<file path="config.mk">
export PLATFORM = sky130hd
export DESIGN_NAME = wbus_xfer_sequencer
export DESIGN_NICKNAME = d
export VERILOG_FILES = /design/src/rtl/wbus_xfer_sequencer.sv
export SDC_FILE = /design/constraint.sdc
export NUM_CORES = 1
export LEC_CHECK = 0
export ABC_AREA = 1
export CELL_PAD_IN_SITES_DETAIL_PLACEMENT = 1
export CELL_PAD_IN_SITES_GLOBAL_PLACEMENT = 1
export CORE_ASPECT_RATIO = 1.75
export CORE_MARGIN = 1
export CORE_UTILIZATION = 43
export CTS_BUF_LIST = sky130_fd_sc_hd__clkbuf_4
export CTS_CLUSTER_DIAMETER = 150
export DETAILED_ROUTE_END_ITERATION = 16
export PLACE_DENSITY_LB_ADDON = 0.3
export SLEW_MARGIN = 20
export SYNTH_ARGS = -nofsm -noshare
export SYNTH_HDL_FRONTEND = slang
export SYNTH_SLANG_ARGS = --single-unit
export TNS_END_PERCENT = 10
</file>
<file path="constraint.sdc">
create_clock -name SIM_CLK -period 2.9 [get_ports SIM_CLK]
set_input_delay 0.58 -clock SIM_CLK [delete_from_list [all_inputs] [get_ports SIM_CLK]]
set_output_delay 0.58 -clock SIM_CLK [all_outputs]
set_load 0.02 [all_outputs]
</file>
<file path="src/rtl/wbus_xfer_sequencer.sv">
// Write-bus transfer sequencer: arbitrates queued main requests against counter steals and
// drives the select/clear/transfer/hold slot. Optional macro: WBUS_STEAL_LIMIT_EN.
module wbus_xfer_sequencer #(
    parameter int DEPTH       = 4,
    parameter int HOLD_CYCLES = 1,
    parameter int MAX_STEAL   = 3
) (
    input  logic       SIM_CLK,
    input  logic       SIM_RST,
    input  logic       seq_valid,
    input  logic [2:0] seq_src,
    input  logic [2:0] seq_dst,
    output logic       seq_ready,
    output logic       seq_err,
    output logic       seq_done,
    input  logic       cnt_req,
    input  logic [2:0] cnt_src,
    input  logic [2:0] cnt_dst,
    output logic       cnt_done,
    output logic       RA_n, RB_n, RG_n, RL_n, RQ_n, RZ_n, RU_n,
    output logic       WA_n, WB_n, WG_n, WL_n, WQ_n, WZ_n, WY_n,
    output logic       RT_n, WT_n, CT_n,
    output logic       busy
);
    localparam int AW = $clog2(DEPTH);

    typedef enum logic [2:0] {IDLE, SEL, CLR, XFER, HOLD} state_t;

    function automatic logic [6:0] sel_n(input logic [2:0] code);
        logic [6:0] v;
        v = '1;
        if (code != 3'd0) v[code - 3'd1] = 1'b0;
        return v;
    endfunction

    state_t      state_q;
    logic [1:0]  hold_q;
    logic        owner_cnt_q;
    logic [6:0]  rsel_q, wsel_q;
    logic        rt_q, wt_q, ct_q, busy_q;
    logic        seq_done_q, cnt_done_q, seq_err_q;
    logic [2:0]  cur_src_q, cur_dst_q;

    logic [2:0]  fsrc_q [DEPTH];
    logic [2:0]  fdst_q [DEPTH];
    logic [AW-1:0] wr_q, rd_q;
    logic [AW:0] count_q;

    logic empty, full, bad_code, push_ok, last_hold, arb_pt, force_main;
    logic grant_cnt, grant_main, grant, pop, do_push, done_now;
    logic [2:0] g_src, g_dst;

    assign empty     = (count_q == '0);
    assign full      = (count_q == (AW+1)'(DEPTH));
    assign bad_code  = (seq_src != 3'd0) && (seq_src == seq_dst);
    assign push_ok   = seq_valid && !full && !bad_code;
    assign last_hold = (state_q == HOLD) && (hold_q == 2'(HOLD_CYCLES - 1));
    assign arb_pt    = (state_q == IDLE) || last_hold;

    // An empty FIFO lets a fresh request bypass the queue and start the next cycle
    assign grant_cnt  = arb_pt && cnt_req && !force_main;
    assign grant_main = arb_pt && (!empty || push_ok) && !grant_cnt;
    assign grant      = grant_cnt || grant_main;
    assign pop        = grant_main && !empty;
    assign do_push    = push_ok && !(grant_main && empty);
    assign g_src      = grant_cnt ? cnt_src : (empty ? seq_src : fsrc_q[rd_q]);
    assign g_dst      = grant_cnt ? cnt_dst : (empty ? seq_dst : fdst_q[rd_q]);
    assign done_now   = (state_q == XFER && HOLD_CYCLES == 1) ||
                        (state_q == HOLD && !last_hold && hold_q == 2'(HOLD_CYCLES - 2));

`ifdef WBUS_STEAL_LIMIT_EN
    localparam int SW = $clog2(MAX_STEAL + 1) + 1;
    logic [SW-1:0] steal_q;
    assign force_main = (steal_q == SW'(MAX_STEAL)) && !empty;

    always_ff @(posedge SIM_CLK) begin
        if (SIM_RST)                                     steal_q <= '0;
        else if (grant_main)                             steal_q <= '0;
        else if (grant_cnt && steal_q != SW'(MAX_STEAL)) steal_q <= steal_q + SW'(1);
    end
`else
    // MAX_STEAL is never negative, so main is never forced ahead of a steal
    assign force_main = (MAX_STEAL < 0);
`endif

    always_ff @(posedge SIM_CLK) begin
        if (do_push) begin
            fsrc_q[wr_q] <= seq_src;
            fdst_q[wr_q] <= seq_dst;
        end
        if (grant) begin
            cur_src_q <= g_src;
            cur_dst_q <= g_dst;
        end
    end

    always_ff @(posedge SIM_CLK) begin
        if (SIM_RST) begin
            wr_q    <= '0;
            rd_q    <= '0;
            count_q <= '0;
        end else begin
            if (do_push) wr_q <= wr_q + AW'(1);
            if (pop)     rd_q <= rd_q + AW'(1);
            count_q <= count_q + (AW+1)'(do_push) - (AW+1)'(pop);
        end
    end

    always_ff @(posedge SIM_CLK) begin
        if (SIM_RST) begin
            state_q     <= IDLE;
            hold_q      <= '0;
            owner_cnt_q <= 1'b0;
            rsel_q      <= '1;
            wsel_q      <= '1;
            rt_q        <= 1'b1;
            wt_q        <= 1'b1;
            ct_q        <= 1'b1;
            busy_q      <= 1'b0;
            seq_done_q  <= 1'b0;
            cnt_done_q  <= 1'b0;
            seq_err_q   <= 1'b0;
        end else begin
            seq_done_q <= done_now && !owner_cnt_q;
            cnt_done_q <= done_now && owner_cnt_q;
            seq_err_q  <= seq_valid && !full && bad_code;
            if (grant) begin
                state_q     <= SEL;
                busy_q      <= 1'b1;
                owner_cnt_q <= grant_cnt;
                rsel_q      <= sel_n(g_src);
                wsel_q      <= sel_n(g_dst);
            end else begin
                unique case (state_q)
                    IDLE: ;
                    SEL: begin
                        state_q <= CLR;
                        ct_q    <= (cur_dst_q == 3'd0);
                    end
                    CLR: begin
                        state_q <= XFER;
                        ct_q    <= 1'b1;
                        rt_q    <= (cur_src_q == 3'd0);
                        wt_q    <= (cur_dst_q == 3'd0);
                    end
                    XFER: begin
                        state_q <= HOLD;
                        rt_q    <= 1'b1;
                        wt_q    <= 1'b1;
                        hold_q  <= '0;
                    end
                    HOLD: begin
                        if (last_hold) begin
                            state_q <= IDLE;
                            busy_q  <= 1'b0;
                            rsel_q  <= '1;
                            wsel_q  <= '1;
                        end else begin
                            hold_q <= hold_q + 2'd1;
                        end
                    end
                    default: state_q <= IDLE;
                endcase
            end
        end
    end

    assign seq_ready = !full;
    assign seq_err   = seq_err_q;
    assign seq_done  = seq_done_q;
    assign cnt_done  = cnt_done_q;
    assign busy      = busy_q;
    assign RT_n = rt_q;
    assign WT_n = wt_q;
    assign CT_n = ct_q;
    assign {RU_n, RZ_n, RQ_n, RL_n, RG_n, RB_n, RA_n} = rsel_q;
    assign {WY_n, WZ_n, WQ_n, WL_n, WG_n, WB_n, WA_n} = wsel_q;
endmodule

</file>
==> results.sh, run 1 <==
export IMPL_start_util_pct=45.2
export IMPL_p_switching_mw=1.87
export IMPL_share_seq_of_total_power_pct=32.6
export IMPL_p_leak_nw=1.77
export IMPL_clock_sinks=66
export IMPL_final_area_um2=3890
export IMPL_internal_power_mw=2.46
export IMPL_synthToLayoutAreaGrowth_pct=23.8
export IMPL_routed_top_layer="met4"
export IMPL_finalSetupViolCount=0
export IMPL_fin_skew_ps=14.9
export IMPL_maxCapViolCount=0
export IMPL_syn_area_per_cell_um2=8.59
export IMPL_required_ps=3250
export IMPL_h_tree_depth=3
export IMPL_io_pins=38
export IMPL_tritoncts="done"
export IMPL_slowest_stage="clkdlybuf4s50_1"
export IMPL_dr_pass1_iters=6
export IMPL_hold_viol=0
export IMPL_core_area_um2=6960
export IMPL_grt_pass1_wl_mm=13.6
export IMPL_drt_wirelength_per_cell_um=15.6
export IMPL_drc=0
export IMPL_grt_max_degree=23
export IMPL_p_per_area_nw_per_um2=1110
export IMPL_dpl_cell_area_um2=3770
export IMPL_finalNetCount=463
export IMPL_seq_area_frac_synth_pct=51.6
export IMPL_synth_cell_type_count=36
export IMPL_wirelength_mm=8.20
export IMPL_fin_crit_ps=2720
export IMPL_max_slew_margin_pct=72.9
export IMPL_crit_type="input port to register"
export IMPL_fillers=850
export IMPL_cp_slowest_stage_delay_ps=580
export IMPL_fmax_mhz=367
export IMPL_place_gp_congestion=0.771
export IMPL_p_clk_share_pct=12.0
export IMPL_power_share_combinational_pct=55.4
export IMPL_die_x_um=66.7
export IMPL_grt_pass1_vias=2946
export IMPL_antenna_found_initial=1
export IMPL_rows=40
export IMPL_slew_viol_final=0
export IMPL_crit_path_start_kind="input port"
export IMPL_ys_warn_count=0
export IMPL_path_common_cell="inv_1"
export IMPL_ys_seq_elements=66
export IMPL_finalCritPeriodShare_pct=94.0
export IMPL_clockRootBuffer="clkbuf_4"
export IMPL_post_cts_setup_buffers=0
export IMPL_outcome="complete, no violations"
export IMPL_met2_length_mm=4.90
export IMPL_dieArea_um2=7670
export IMPL_finalSetupTns_ps=0
export IMPL_crit_chain="clkdlybuf4s50_1, inv_2, nand2_1, nand2_1, nor2_1, nand2_1, nand2_2, nand2_4, nand4_1, inv_1, ha_1, inv_1, ha_1, inv_1, fa_1, inv_1, o21ai_0, a21oi_1"
export IMPL_wl_met3_um=238
export IMPL_clock_latency_ps=420
export IMPL_switching_share_pct=43.3
export IMPL_cp_arrival_ps=3070
export IMPL_synth_cells=366
export IMPL_syn_area_um2=3150
export IMPL_initialDrtViolationCount=104
export IMPL_clockBufferDepth=2
export IMPL_die_y_um=115
export IMPL_grt_ovfl_total=0
export IMPL_track_usage_pct=24.5
export IMPL_dr_total_vias=2654
export IMPL_wl_met1_mm=2.94
export IMPL_ir_worst_vdd_mv=0.679
export IMPL_synth_nets=395
export IMPL_clk_pin_slew_ps=90
export IMPL_rsz0062_at_grt="no"
export IMPL_avgViaCountPerCell=5.06
export IMPL_dp_hpwl_mm=6.49
export IMPL_drive_above_1_share_pct=15.0
export IMPL_ant_nets=0
export IMPL_hold_class="register to register"
export IMPL_cp_max_fo=5
export IMPL_numPortBuffers=37
export IMPL_cts_buffers=9
export IMPL_crit_path_end_kind="register"
export IMPL_worst_slew_pin_slew_ps=404
-- path summary, 6_finish.rpt --
path         cells past startpoint                endpoint  slack, ps                   start
max reg2reg                     14  rsel_q[6]$_SDFFE_PP1P_        180                register
min                              2  wsel_q[1]$_SDFFE_PP1P_        470  wsel_q[1]$_SDFFE_PP1P_
max                             18   count_q[2]$_SDFF_PP0_        180              seq_src[0]
min reg2reg                      2  wsel_q[1]$_SDFFE_PP1P_        470  wsel_q[1]$_SDFFE_PP1P_
-- logic make-up after synthesis --
| kind of cell | share of synthesized area [%] |
|---|---|
| flip-flops | 51.6 |
| XOR/XNOR | 0.557 |
| adder cells (fa/ha/maj) | 5.41 |
| AND/OR/NAND/NOR | 26.8 |
| buffers and inverters | 8.55 |
| AO/OA/AOI/OAI | 7.08 |
-- synth_stat cells --
cell       n  area share [%]
o21bai_1   1            0.24
xnor2_1    1            0.28
nor2_1    42             5.0
o21ai_0   16             2.5
clkbuf_1   2            0.24
nand3_1   32             5.1
nand4_1    2            0.40
buf_12     1            0.64
o21a_1     3            0.72
nand3_2    1            0.32
nor2_4     2            0.72
edfxtp_1  30              29
o211ai_1   2            0.48
nand2_1   89              11
o21ai_1    2            0.32
inv_4      1            0.20
buf_6      2            0.72
xor2_1     1            0.28
inv_1     48             5.7
a21oi_1    6            0.95
a31o_2     1            0.28
ha_1      12             4.8
nor3b_1    2            0.48
nand2_4    3             1.1
nand2_2    3            0.60
dfxtp_1   36              23
nand3_4    2             1.1
o22ai_1    6             1.2
a21boi_2   1            0.36
or2_2      3            0.60
buf_2      5            0.80
or2_1      1            0.20
inv_2      1            0.12
buf_1      1            0.12
nor3_1     4            0.64
fa_1       1            0.64
-- state kept, by name, summed over array words and instances, names as in the netlist, 2 cells and up, named ones only --
register   flops
count_q        3
cur_dst_q      3
cur_src_q      3
fdst_q        12
fsrc_q        12
hold_q         2
rd_q           2
rsel_q         7
state_q        3
wr_q           2
wsel_q         7
-- area by class of cell --
cell class | count | area (um2) | share of cell area [%]
Timing Repair Buffer | 68 | 603 | 15.5
Antenna cell | 1 | 2.50 | 0.0642
Sequential cell | 66 | 1620 | 41.6
Inverter | 50 | 190 | 4.88
Clock inverter | 2 | 7.51 | 0.193
Tap cell | 84 | 105 | 2.70
Multi-Input combinational cell | 239 | 1260 | 32.3
Clock buffer | 14 | 105 | 2.70
-- power by group through the flow --
stage                     registers (mW)  logic [mW]  clock network [mW]
after floorplan                     1.54        1.47                   0
after global placement              1.42        2.28                   0
after detailed placement            1.43        2.38                   0
after CTS                           1.42        2.41               0.542
after global routing                1.44        2.66               0.579
final                               1.41        2.40               0.520
-- cell usage in the layout, fill, tap and decap left out, types with 3 or more instances in the layout --
cell,synthesis,final
a21oi_1,6,6
buf_4,0,31
clkbuf_4,0,14
clkdlybuf4s50_1,0,37
dfxtp_1,36,36
edfxtp_1,30,30
ha_1,12,12
inv_1,48,47
nand2_1,89,88
nand2_2,3,4
nand2_4,3,3
nand3_1,32,32
nor2_1,42,41
nor3_1,4,4
o21a_1,3,3
o21ai_0,16,16
o22ai_1,6,6
or2_2,3,3
-- worst max-delay path: cells and delay by family --
kind                       cells  cell delay (ps)
adders and majority gates      3              770
and+or+nand+nor                7              610
AOI/OAI and AO/OA              2              250
buffers and inverters          6              890
-- routing by layer --
layer  vias to the layer above  global-route usage [%]
met1                      1280                    22.6
met3                         9                    5.65
met4                         0                    10.5
met5                         -                       0
met2                        49                    48.2
li1                       1316                       -
-- repair_timing --
item / CTS / global route
setup endpoints to repair: 0 / 7
hold buffers: 0 / 0
gates resized for setup: 0 / 3
-- metrics by stage --
stage	util, %	cells	hold WS (ps)	setup slack, ps	power (mW)
6_report	56.0	524	474	175	4.33
5_1_grt	56.0	524	492	29.3	4.68
4_1_cts	55.9	523	481	117	4.36
3_5_place_dp	54.3	507	453	-242	3.81
3_3_place_gp	54.3	507	439	-95.0	3.69
2_1_floorplan	-	366	413	459	3.01
No activity file was read; power rests on OpenSTA's default activity.
==> inputs of run 2 (changes only) <==
--- a/config.mk
+++ b/config.mk
@@ -9,11 +9,12 @@
 export CELL_PAD_IN_SITES_DETAIL_PLACEMENT = 1
 export CELL_PAD_IN_SITES_GLOBAL_PLACEMENT = 1
 export CORE_ASPECT_RATIO = 1.75
-export CORE_MARGIN = 1
-export CORE_UTILIZATION = 43
+export CORE_MARGIN = 1.5
+export CORE_UTILIZATION = 39
 export CTS_BUF_LIST = sky130_fd_sc_hd__clkbuf_4
 export CTS_CLUSTER_DIAMETER = 150
 export DETAILED_ROUTE_END_ITERATION = 16
+export MAX_ROUTING_LAYER = met4
 export PLACE_DENSITY_LB_ADDON = 0.3
 export SLEW_MARGIN = 20
 export SYNTH_ARGS = -nofsm -noshare
==> constraint.sdc (replaced) <==
create_clock -name SIM_CLK -period 2.45 [get_ports SIM_CLK]
set_input_delay 0.49 -clock SIM_CLK [delete_from_list [all_inputs] [get_ports SIM_CLK]]
set_output_delay 0.49 -clock SIM_CLK [all_outputs]
set_load 0.02 [all_outputs]
==> run 2 against run 1 <==
Combinational power rose by 37%. Utilization fell by 2.6 points. Sequential share of layout area fell by 2.8 points. Cell area rose by 7.7%. Via count rose by 3.4%. Clock-buffer cell count fell by 1. Register-to-register slack got worse by 90 ps. Critical endpoint is now rsel_q[0]$_SDFFE_PP1P_. Largest cell class unchanged.
==> results.sh, run 2 (same netlist as run 1, synthesis figures left out) <==
export IMPL_outcome="complete, no violations"
export IMPL_slew_viol_final=0
export IMPL_p_per_area_nw_per_um2=1380
export IMPL_die_x_um=70.9
export IMPL_busiest_layer="met2"
export IMPL_grt_pass1_vias=2897
export IMPL_rows=43
export IMPL_avgViaCountPerCell=5.02
export IMPL_ir_worst_vdd_mv=0.875
export IMPL_finalSetupViolCount=0
export IMPL_initialDrtViolationCount=144
export IMPL_crit_path_start_kind="register"
export IMPL_drc=0
export IMPL_dr_total_vias=2743
export IMPL_ant_nets=0
export IMPL_worst_slew_pin_slew_ps=344
export IMPL_synthToLayoutAreaGrowth_pct=33.4
export IMPL_rsz0062_at_grt="yes"
export IMPL_tritoncts="done"
export IMPL_clockBufferDepth=2
export IMPL_crit_path_end_kind="register"
export IMPL_cp_max_fo=5
export IMPL_hold_viol=0
export IMPL_wirelength_mm=8.65
export IMPL_final_cell_mix="84 x nand2_1, 45 x buf_4, 41 x inv_1, 38 x nor2_1, 32 x dfxtp_1"
export IMPL_grt_util_met2_pct=41.3
export IMPL_met3_usage_pct=3.23
export IMPL_clockRootBuffer="clkbuf_4"
export IMPL_clock_latency_ps=430
export IMPL_clk_pin_slew_ps=110
export IMPL_finalCritPeriodShare_pct=96.6
export IMPL_fmax_mhz=423
export IMPL_antenna_found_initial=1
export IMPL_cp_arrival_ps=2680
export IMPL_fin_total_pwr_mw=5.79
export IMPL_clock_sinks=66
export IMPL_numPortBuffers=37
export IMPL_required_ps=2770
export IMPL_grt_pass1_wl_mm=13.5
export IMPL_grt_max_degree=22
export IMPL_fin_crit_ps=2370
export IMPL_hold_class="input port to register"
export IMPL_track_usage_pct=21.3
export IMPL_dieArea_um2=8630
export IMPL_dr_pass1_iters=5
export IMPL_h_tree_depth=3
export IMPL_fillers=948
export IMPL_max_slew_margin_pct=76.9
export IMPL_cts_buffers=9
export IMPL_final_area_um2=4200
export IMPL_drt_wirelength_per_cell_um=15.8
export IMPL_final_util_pct=53.4
export IMPL_regArea_um2=1630
export IMPL_maxCapViolCount=0
export IMPL_fin_skew_ps=10.5
export IMPL_start_util_pct=40.0
export IMPL_layout_commonest_cell="nand2_1"
export IMPL_core_area_um2=7860
export IMPL_dp_hpwl_mm=6.51
export IMPL_reg_top3="fdst_q (12), fsrc_q (12)"
export IMPL_crit_type="register to register"
export IMPL_place_gp_congestion=0.790
export IMPL_multi_input_area_um2=1390
export IMPL_io_pins=38
export IMPL_grtUsageMet1_pct=19.9
export IMPL_die_y_um=122
export IMPL_dpl_cell_area_um2=3880
export IMPL_p_leak_nw=1.92
export IMPL_drive_above_1_share_pct=25.1
export IMPL_grt_ovfl_total=0
export IMPL_finalNetCount=479
==> run 2: layout make-up <==
class / count / share of cell area (%)
clock buffer: 13 / 2.33
clock inverter: 3 / 1.52
multi-input combinational: 240 / 33.2
tap: 90 / 2.68
timing repair buffer: 83 / 16.8
inverter: 50 / 4.59
sequential: 66 / 38.8
antenna: 1 / 0.0596
==> run 2: worst paths after layout <==
check                            from                     end  slack [ps]  depth (start not counted)
max reg2reg    hold_q[0]$_SDFFE_PP0P_  rsel_q[0]$_SDFFE_PP1P_          80                         20
min                        seq_dst[1]  fdst_q[1][1]$_DFFE_PP_         330                          1
min reg2reg  owner_cnt_q$_SDFFE_PP0N_     cnt_done$_SDFF_PP0_         460                          2
max            hold_q[0]$_SDFFE_PP0P_  rsel_q[0]$_SDFFE_PP1P_          80                         20
==> run 2: report_power, final <==
| group | internal, mW | switching, mW |
|---|---|---|
| clock network | 0.458 | 0.379 |
| registers | 1.50 | 0.166 |
| logic | 1.43 | 1.86 |
| total | 3.39 | 2.40 |
==> run 2: timing repair <==
item | 4_1_cts | 5_1_grt
pin swaps | 2 | 14
gates cloned | 1 | 0
hold buffers | 0 | 0
buffers inserted | 1 | 1
gates resized for setup | 25 | 35
endpoints found under the setup margin | 14 | 16
==> run 2: stage by stage <==
step / worst slack, ps / instances / hold slack [ps] / setup TNS (ps)
after floorplan: 8.65 / 366 / 413 / 0
after global placement: -476 / 526 / 440 / -5460
after detailed placement: -658 / 526 / 452 / -7870
after CTS: -15.5 / 544 / 469 / -35.5
after global routing: -65.3 / 546 / 331 / -198
final: 84.4 / 546 / 328 / 0
==> run 2: critical path: stages (launching register included) <==
cell,delay (ps)
dfxtp_2,350
inv_2,50
ha_4,150
inv_2,70
nand2_4,80
nand3_4,120
o21ai_1,80
inv_1,70
nand2_2,60
nand2_2,80
inv_1,60
ha_2,190
ha_4,270
buf_4,100
nand2_1,60
inv_2,80
nand3_2,100
nor2_2,80
nand2_1,50
nand2_1,60
nand3_1,70
==> run 2: per-layer routing <==
layer	wire length [um]	vias up
met1	3120	1326
met2	5130	42
li1	-	1359
met3	218	16
met4	187	0
met5	0	-
